`src/rtl/icache_l2_req_arbiter.sv`:
```
// icache_l2_req_arbiter
// Shares the single L1I->L2 request channel between the icache refill path
// and the non-cacheable bypass path. Round-robin between the two, one
// transaction in flight, responses steered back to the owner. Killed
// transactions still consume their grant; a stuck one is aborted after
// TIMEOUT_CYCLES (0 disables the abort).
module icache_l2_req_arbiter #(
    parameter int L2_DATA_WIDTH  = 512,
    parameter int TIMEOUT_CYCLES = 1024
) (
    input  logic                     clk_i,
    input  logic                     rstn_i,
    input  logic                     refill_req_valid_i,
    input  logic [39:0]              refill_req_addr_i,
    input  logic                     refill_kill_i,
    output logic                     refill_req_ready_o,
    input  logic                     nc_req_valid_i,
    input  logic [39:0]              nc_req_addr_i,
    input  logic                     nc_kill_i,
    output logic                     nc_req_ready_o,
    output logic                     l2_req_valid_o,
    input  logic                     l2_req_ready_i,
    output logic [39:0]              l2_req_addr_o,
    output logic                     l2_req_nc_o,
    input  logic                     l2_grant_valid_i,
    input  logic [L2_DATA_WIDTH-1:0] l2_resp_data_i,
    output logic                     refill_rsp_valid_o,
    output logic                     nc_rsp_valid_o,
    output logic [L2_DATA_WIDTH-1:0] rsp_data_o,
    output logic                     busy_o,
    output logic                     timeout_o
);

    localparam int LINE_BYTES = L2_DATA_WIDTH / 8;
    localparam int CNT_W      = (TIMEOUT_CYCLES > 1) ? $clog2(TIMEOUT_CYCLES) : 1;
    localparam int TO_LIM     = (TIMEOUT_CYCLES > 0) ? TIMEOUT_CYCLES - 1 : 0;

    localparam logic [39:0] LINE_MASK = ~40'(LINE_BYTES - 1);
    localparam logic [39:0] NC_MASK   = ~40'h7;

    typedef enum logic [1:0] {S_IDLE, S_REQ, S_WAIT, S_DRAIN} state_e;

    state_e                   state_q, state_d;
    logic                     owner_nc_q, owner_nc_d;   // owner of the in-flight transaction
    logic                     last_nc_q, last_nc_d;     // who was served last (round-robin)
    logic [39:0]              addr_q, addr_d;
    logic                     kill_q, kill_d;           // owner kill seen while still in REQ
    logic [CNT_W-1:0]         cnt_q, cnt_d;
    logic [L2_DATA_WIDTH-1:0] rsp_data_q, rsp_data_d;
    logic                     refill_rsp_q, refill_rsp_d;
    logic                     nc_rsp_q, nc_rsp_d;
    logic                     timeout_q, timeout_d;

    logic cand_rf, cand_nc, pick_nc, own_kill, to_hit;

    // Request candidates, round-robin pick, owner kill and timeout limit.
    always_comb begin
        cand_rf  = refill_req_valid_i & ~refill_kill_i;
        cand_nc  = nc_req_valid_i & ~nc_kill_i;
        // NC wins when alone, or on a tie when refill was served last.
        pick_nc  = cand_nc & (~cand_rf | ~last_nc_q);
        own_kill = owner_nc_q ? nc_kill_i : refill_kill_i;
        to_hit   = (TIMEOUT_CYCLES != 0) && (cnt_q == CNT_W'(TO_LIM));
    end

    // State and datapath registers; last-owner resets to NC so refill wins the first tie.
    always_ff @(posedge clk_i or negedge rstn_i) begin
        if (!rstn_i) begin
            state_q      <= S_IDLE;
            owner_nc_q   <= 1'b0;
            last_nc_q    <= 1'b1;
            addr_q       <= '0;
            kill_q       <= 1'b0;
            cnt_q        <= '0;
            rsp_data_q   <= '0;
            refill_rsp_q <= 1'b0;
            nc_rsp_q     <= 1'b0;
            timeout_q    <= 1'b0;
        end else begin
            state_q      <= state_d;
            owner_nc_q   <= owner_nc_d;
            last_nc_q    <= last_nc_d;
            addr_q       <= addr_d;
            kill_q       <= kill_d;
            cnt_q        <= cnt_d;
            rsp_data_q   <= rsp_data_d;
            refill_rsp_q <= refill_rsp_d;
            nc_rsp_q     <= nc_rsp_d;
            timeout_q    <= timeout_d;
        end
    end

    // Next-state and next-datapath logic.
    always_comb begin
        state_d      = state_q;
        owner_nc_d   = owner_nc_q;
        last_nc_d    = last_nc_q;
        addr_d       = addr_q;
        kill_d       = kill_q;
        cnt_d        = cnt_q;
        rsp_data_d   = rsp_data_q;
        refill_rsp_d = 1'b0;
        nc_rsp_d     = 1'b0;
        timeout_d    = 1'b0;
        unique case (state_q)
            S_IDLE: begin
                if (cand_rf | cand_nc) begin
                    owner_nc_d = pick_nc;
                    last_nc_d  = pick_nc;
                    addr_d     = pick_nc ? (nc_req_addr_i & NC_MASK)
                                         : (refill_req_addr_i & LINE_MASK);
                    kill_d     = 1'b0;
                    state_d    = S_REQ;
                end
            end
            S_REQ: begin
                // The request is never retracted; a kill only redirects to DRAIN.
                if (l2_req_ready_i) begin
                    state_d = (kill_q | own_kill) ? S_DRAIN : S_WAIT;
                    cnt_d   = '0;
                end else if (own_kill) begin
                    kill_d = 1'b1;
                end
            end
            S_WAIT: begin
                if (own_kill) begin
                    // Kill beats a same-cycle grant: the response is dropped.
                    state_d = l2_grant_valid_i ? S_IDLE : S_DRAIN;
                    cnt_d   = '0;
                end else if (l2_grant_valid_i) begin
                    rsp_data_d   = l2_resp_data_i;
                    refill_rsp_d = ~owner_nc_q;
                    nc_rsp_d     = owner_nc_q;
                    state_d      = S_IDLE;
                end else if (to_hit) begin
                    timeout_d = 1'b1;
                    state_d   = S_IDLE;
                end else begin
                    cnt_d = cnt_q + 1'b1;
                end
            end
            S_DRAIN: begin
                if (l2_grant_valid_i) begin
                    state_d = S_IDLE;
                end else if (to_hit) begin
                    timeout_d = 1'b1;
                    state_d   = S_IDLE;
                end else begin
                    cnt_d = cnt_q + 1'b1;
                end
            end
            default: state_d = S_IDLE;
        endcase
    end

    // Outputs: accept strobes are combinational, everything else comes from flops.
    always_comb begin
        refill_req_ready_o = (state_q == S_IDLE) & cand_rf & ~pick_nc;
        nc_req_ready_o     = (state_q == S_IDLE) & pick_nc;
        l2_req_valid_o     = (state_q == S_REQ);
        busy_o             = (state_q != S_IDLE);
        l2_req_addr_o      = addr_q;
        l2_req_nc_o        = owner_nc_q;
        refill_rsp_valid_o = refill_rsp_q;
        nc_rsp_valid_o     = nc_rsp_q;
        rsp_data_o         = rsp_data_q;
        timeout_o          = timeout_q;
    end

endmodule

```
`config.mk`:
```
export PLATFORM = sky130hd
export DESIGN_NAME = icache_l2_req_arbiter
export DESIGN_NICKNAME = d
export VERILOG_FILES = /design/src/rtl/icache_l2_req_arbiter.sv
export SDC_FILE = /design/constraint.sdc
export NUM_CORES = 1
export LEC_CHECK = 0
export ABC_CLOCK_PERIOD_IN_PS = 2300
export BUFFER_PORTS_ARGS = -buffer_cell sky130_fd_sc_hd__clkbuf_2
export CAP_MARGIN = 20
export CORE_AREA = 2 2 447 449
export CTS_CLUSTER_DIAMETER = 50
export CTS_CLUSTER_SIZE = 12
export DETAILED_ROUTE_END_ITERATION = 8
export DIE_AREA = 0 0 449 451
export GPL_TIMING_DRIVEN = 0
export PLACE_DENSITY = 0.31
export SLEW_MARGIN = 0
export SYNTH_ARGS = -nofsm -noshare
export SYNTH_HDL_FRONTEND = slang
export SYNTH_SLANG_ARGS = --single-unit
```
`constraint.sdc`:
```
create_clock -name clk_i -period 2.3 [get_ports clk_i]
set_input_delay 0.23 -clock clk_i [delete_from_list [all_inputs] [get_ports clk_i]]
set_output_delay 0.23 -clock clk_i [all_outputs]
set_load 0.02 [all_outputs]
```
* Yosys cells after proc, flatten, opt, wreduce, memory -nomap -nowiden *
Cells that the tools add are included.

cells by class
  $add $sub $neg = 1
  multipliers = 0
  div/mod/pow operators = 0
  magnitude comparators = 0
  eq/ne operators = 8
  shift operators = 0
  mux-type cells = 29
  bitwise logic cells = 16
  reduce and logical (&&, ||, !) cells = 9

operators with widths
  kind                                            number
  2-to-1 mux 10 bit                               4
  2-to-1 mux 40 bit                               1
  one-hot mux 10 bit (3 select lines)             1
  2-to-1 mux 1 bit                                14
  2-to-1 mux 2 bit                                6
  adder 10 x 1 -> 10 bit (second input constant)  1
  == test 10 bit (second input constant)          1
  one-hot mux 2 bit (4 select lines)              1
  inverter 1 bit                                  7
  AND 1 bit                                       6
  AND reduction 2 bit                             3
  == test 2 bit (second input constant)           2
  != test 2 x 1 -> 1 bit (second input constant)  2
  != test 2 bit (second input constant)           2
  one-hot mux 1 bit (2 select lines)              2
  AND reduction 4 bit                             1
  nonzero test 2 bit                              2
  bitwise OR 1 bit                                3
  AND reduction 3 bit                             1
  nonzero test 3 bit                              1
  == test 2 x 1 -> 1 bit (second input constant)  1
  zero test 2 bit                                 1

word-level totals
  register bits = 570
  latch bits = 0
  bits in writable memories = 0
  memory bits (read-only) = 0
  output and inout port bits = 560
  memories kept = 0

* Longest topological paths before layout *
  depth after elaboration = 7
  gate-level depth with buffers = 7
  gate-level depth less buffers = 5

* Worst setup path before layout *
OpenSTA, ideal clock, no wires.

  path kind = register -> register
  start = register owner_nc_q (netlist: l2_req_nc_o)
  end = register rsp_data_q[0] (netlist: rsp_data_o[0])
  library setup time = 0.125 ns
  arrival time = 1.847 ns
  setup slack = 0.328 ns
  stages on the path, launching flop included = 7
  path buffers = 3
  period minus slack after synthesis = 1.972 ns
  cells stage by stage = dfrtp_1 > mux2_4 > nor3_2 > buf_6 > buf_12 > buf_12 > mux2_4

between the ends
  longest elaborated chain between the ends = 3

RTL lines
  element                               RTL line  text
  from (decl)                           44        logic owner_nc_q, owner_nc_d;
  from (signal assigned)                81        owner_nc_q <= owner_nc_d;
  2-to-1 mux 1 bit                      62        own_kill = owner_nc_q ? nc_kill_i : refill_kill_i;
  inverter 1 bit (no source line)       --
  AND reduction 3 bit (no source line)  --
  to (signal assigned)                  86        rsp_data_q <= rsp_data_d;
  to (decl)                             49        logic [L2_DATA_WIDTH-1:0] rsp_data_q, rsp_data_d;

Every way passes these cells.
A chain may end at the register's enable or synchronous reset.

* Worst setup path after layout *
  start = register last_nc_q
  end = register addr_q[10] (netlist: l2_req_addr_o[10])

between the ends
  longest elaborated chain between the ends = 4

RTL lines
  element                 RTL line  text
  from (decl)             45        logic last_nc_q, last_nc_d;
  from (signal assigned)  82        last_nc_q <= last_nc_d;
  inverter 1 bit          61        pick_nc = cand_nc & (~cand_rf | ~last_nc_q);
  bitwise OR 1 bit        61
  AND 1 bit               61
  2-to-1 mux 40 bit       110       addr_d = pick_nc ? (nc_req_addr_i & NC_MASK)
  to (signal assigned)    83        addr_q <= addr_d;
  to (decl)               46        logic [39:0] addr_q, addr_d;

Every way passes these cells.

==> metrics <==
final worst slack 123 ps; Core Box Area 0.198 mm^2; Slew headroom 50.3%; Synth Register Bits between 500 and 600; EDFF count, synth 0; fmax around 0.46 GHz; Synth cell types 51; antenna-violating nets left 0; Starting Density about an eighth; Worst-path clk slew roughly 50 ps; Sink Count roughly 570; Seq/Total Area, Yosys 59.7%; Placer Congestion 0.821; first-pass iteration count of the detailed router 4; status finished clean; layout cells sized above 1 around three fifths; Worst-Skew Late Latency 750 ps; WP data required roughly 2900 ps; multi-input logic area ~0.0085 mm^2; register area about 0.014 mm^2; RSZ-0062 raised after global routing false; routed vias/inst about 3.1; DR WL/cell 20.2 um; vias in the first global route 20600; I/O Pins between 1000 and 1500; CTS tree built; max-cap viol count 0; Syn Area/Cell roughly 18 um^2; Setup Slack @ Placement -221 ps; hpwl dp 95800 um; worst vdd ir between 0.5 and 0.6 mV; Startpoint Class flop; Hold/Removal Path Class primary input to async pin; leakage about 21 nW; initial drt markers 642; largest net degree at the start of global routing 89; Max clock buf depth 3; Worst Path Max Fanout 10; CP endpoint kind flop; reg-to-reg startpoint last_nc_q$_DFFE_PN1P_; measured slew at the worst slew-check pin between 700 and 800 ps; Die Span X 449 um; Util after Layout 21.6%; I/O Buffers between 1000 and 1500; # fillers 21500; Area growth syn-to-layout 80.5%; worst path arrival time approximately 2700 ps; global-route wire length before repair ~170000 um; Remaining DRCs 0; gr ovfl total 0; Top FF cell, synth dfrtp_1; H-Tree Depth 3; FP Rows roughly 160; Async SR Flop Fraction between 90% and 100%; most frequent cells in the layout clkbuf_2 (1146), dlygate4sd3_1 (590), dfrtp_1 (565), mux2_4 (401), clkbuf_16 (105); Mapped Cells around 1300; final hold vios 0; synthesized area ~0.024 mm^2; Design Power roughly 59 mW; non-filler cells, final a little under 6000; GRT Overall Usage between 10% and 20%; crit path from last_nc_q$_DFFE_PN1P_; Worst Skew just over 50 ps; initial antenna violation count 36; nets@finish 3803; Cells after DPL roughly 5200; hold slack final around 150 ps; drt total wl around 120000 um; die height 451 um; period utilization between 90 and 100%; YS warnings 0; critical path class flop to flop; Final Max Slew Viols 0; DR vias approximately 19000; final setup violating endpoints 0; full die area roughly 0.20 mm^2; Inserted Clock Buffers ~110; Power Density 1370 mW/mm^2; fin crit period 2180 ps; Root Buffer clkbuf_16; most common cell after layout, fill and taps aside clkbuf_2
cells in the mapped netlist, types with 2 or more instances:
library cell / instances / area share (%)
nand2_1: 41 / 0.65
nor4_1: 3 / 0.079
clkbuf_1: 7 / 0.11
dfrtp_1: 566 / 60
o21ai_0: 37 / 0.78
buf_4: 9 / 0.28
and3_1: 3 / 0.079
a31o_2: 2 / 0.074
or4_1: 2 / 0.063
mux2_2: 104 / 4.9
nor2_1: 9 / 0.14
inv_1: 6 / 0.095
nand3_1: 5 / 0.11
nor2b_1: 2 / 0.053
a21o_1: 4 / 0.13
buf_12: 44 / 3.7
a31oi_1: 3 / 0.079
buf_6: 8 / 0.38
a21oi_1: 8 / 0.17
nand4_1: 2 / 0.053
buf_2: 5 / 0.11
mux2_1: 9 / 0.43
mux2_4: 401 / 25
a22o_1: 3 / 0.11
o211ai_1: 2 / 0.063
mux2i_1: 35 / 1.5
o41ai_1: 2 / 0.074
metal layers:
layer  track usage [%]  vias up  routed length [um]
li1                  -     8537                   -
met4              4.56        2                4370
met3              5.15      212               11500
met1              12.8     9233               45500
met2              19.3      741               58900
met5             0.616        -                  13
flip-flops by register name, summed over array words and instances (netlist names):
register            count
state_q                 2
cnt_q                  10
nc_rsp_valid_o          1
rsp_data_o            512
kill_q                  1
refill_rsp_valid_o      1
l2_req_nc_o             1
timeout_o               1
last_nc_q               1
l2_req_addr_o          37
cells by family after synthesis:
| family | Yosys count | share of synthesized area, % |
|---|---|---|
| AOI/OAI and AO/OA | 71 | 1.81 |
| muxes | 549 | 32.2 |
| other | 1 | 0.0158 |
| and+or+nand+nor | 76 | 1.51 |
| buffers and inverters | 81 | 4.76 |
| DFF | 567 | 59.7 |
| adders and majority gates | 1 | 0.0526 |
critical path, stage by stage, from the launching register on:
cell and delay, ps:
dfstp_2 520, a21bo_2 140, buf_12 150, buf_4 240, mux2i_1 270, dlygate4sd3_1 610, o21ai_0 80
power breakdown:
group          internal, mW  switching (mW)
Combinational          10.5            13.3
Clock                  10.9            6.14
Sequential             14.8            3.01
Total                  36.1            22.5
what timing repair did:
action / CTS / global route
gates resized for setup: 16 / 4
hold buffers: 591 / 0
setup endpoints to repair: 482 / 5
setup buffers: 2 / 0
endpoints found under the hold margin: 732 / 0
final timing paths:
kind | cells after the start | endpoint | slack [ps]
max | 6 | l2_req_addr_o[10]$_DFFE_PN0P_ | 120
min | 3 | rsp_data_o[33]$_DFFE_PN0P_ | 150
max reg2reg | 6 | l2_req_addr_o[10]$_DFFE_PN0P_ | 120
min reg2reg | 2 | l2_req_addr_o[20]$_DFFE_PN0P_ | 480
max in group asynchronous | 6 | rsp_data_o[121]$_DFFE_PN0P_ | 430
min in group clk_i | 5 | state_q[1]$_DFFE_PN0P_ | 180
metrics by stage:
stage	TNS (ps)	area, um^2
2_1_floorplan	0	23800
3_3_place_gp	-8507610	32800
3_5_place_dp	-61110	33000
4_1_cts	0	42900
5_1_grt	0	42900
6_report	0	42900
area by class of cell:
type | instances | area share (%)
diodes | 11 | 0.0641
plain buffers | 75 | 2.68
clock buffers | 131 | 6.75
clock inverters | 65 | 2.20
inverters | 6 | 0.0525
multi-input cells | 700 | 19.7
flip-flops and latches | 567 | 33.1
well taps | 2656 | 7.74
repair buffers | 1747 | 27.7
No activity file was read; power rests on OpenSTA's default activity.
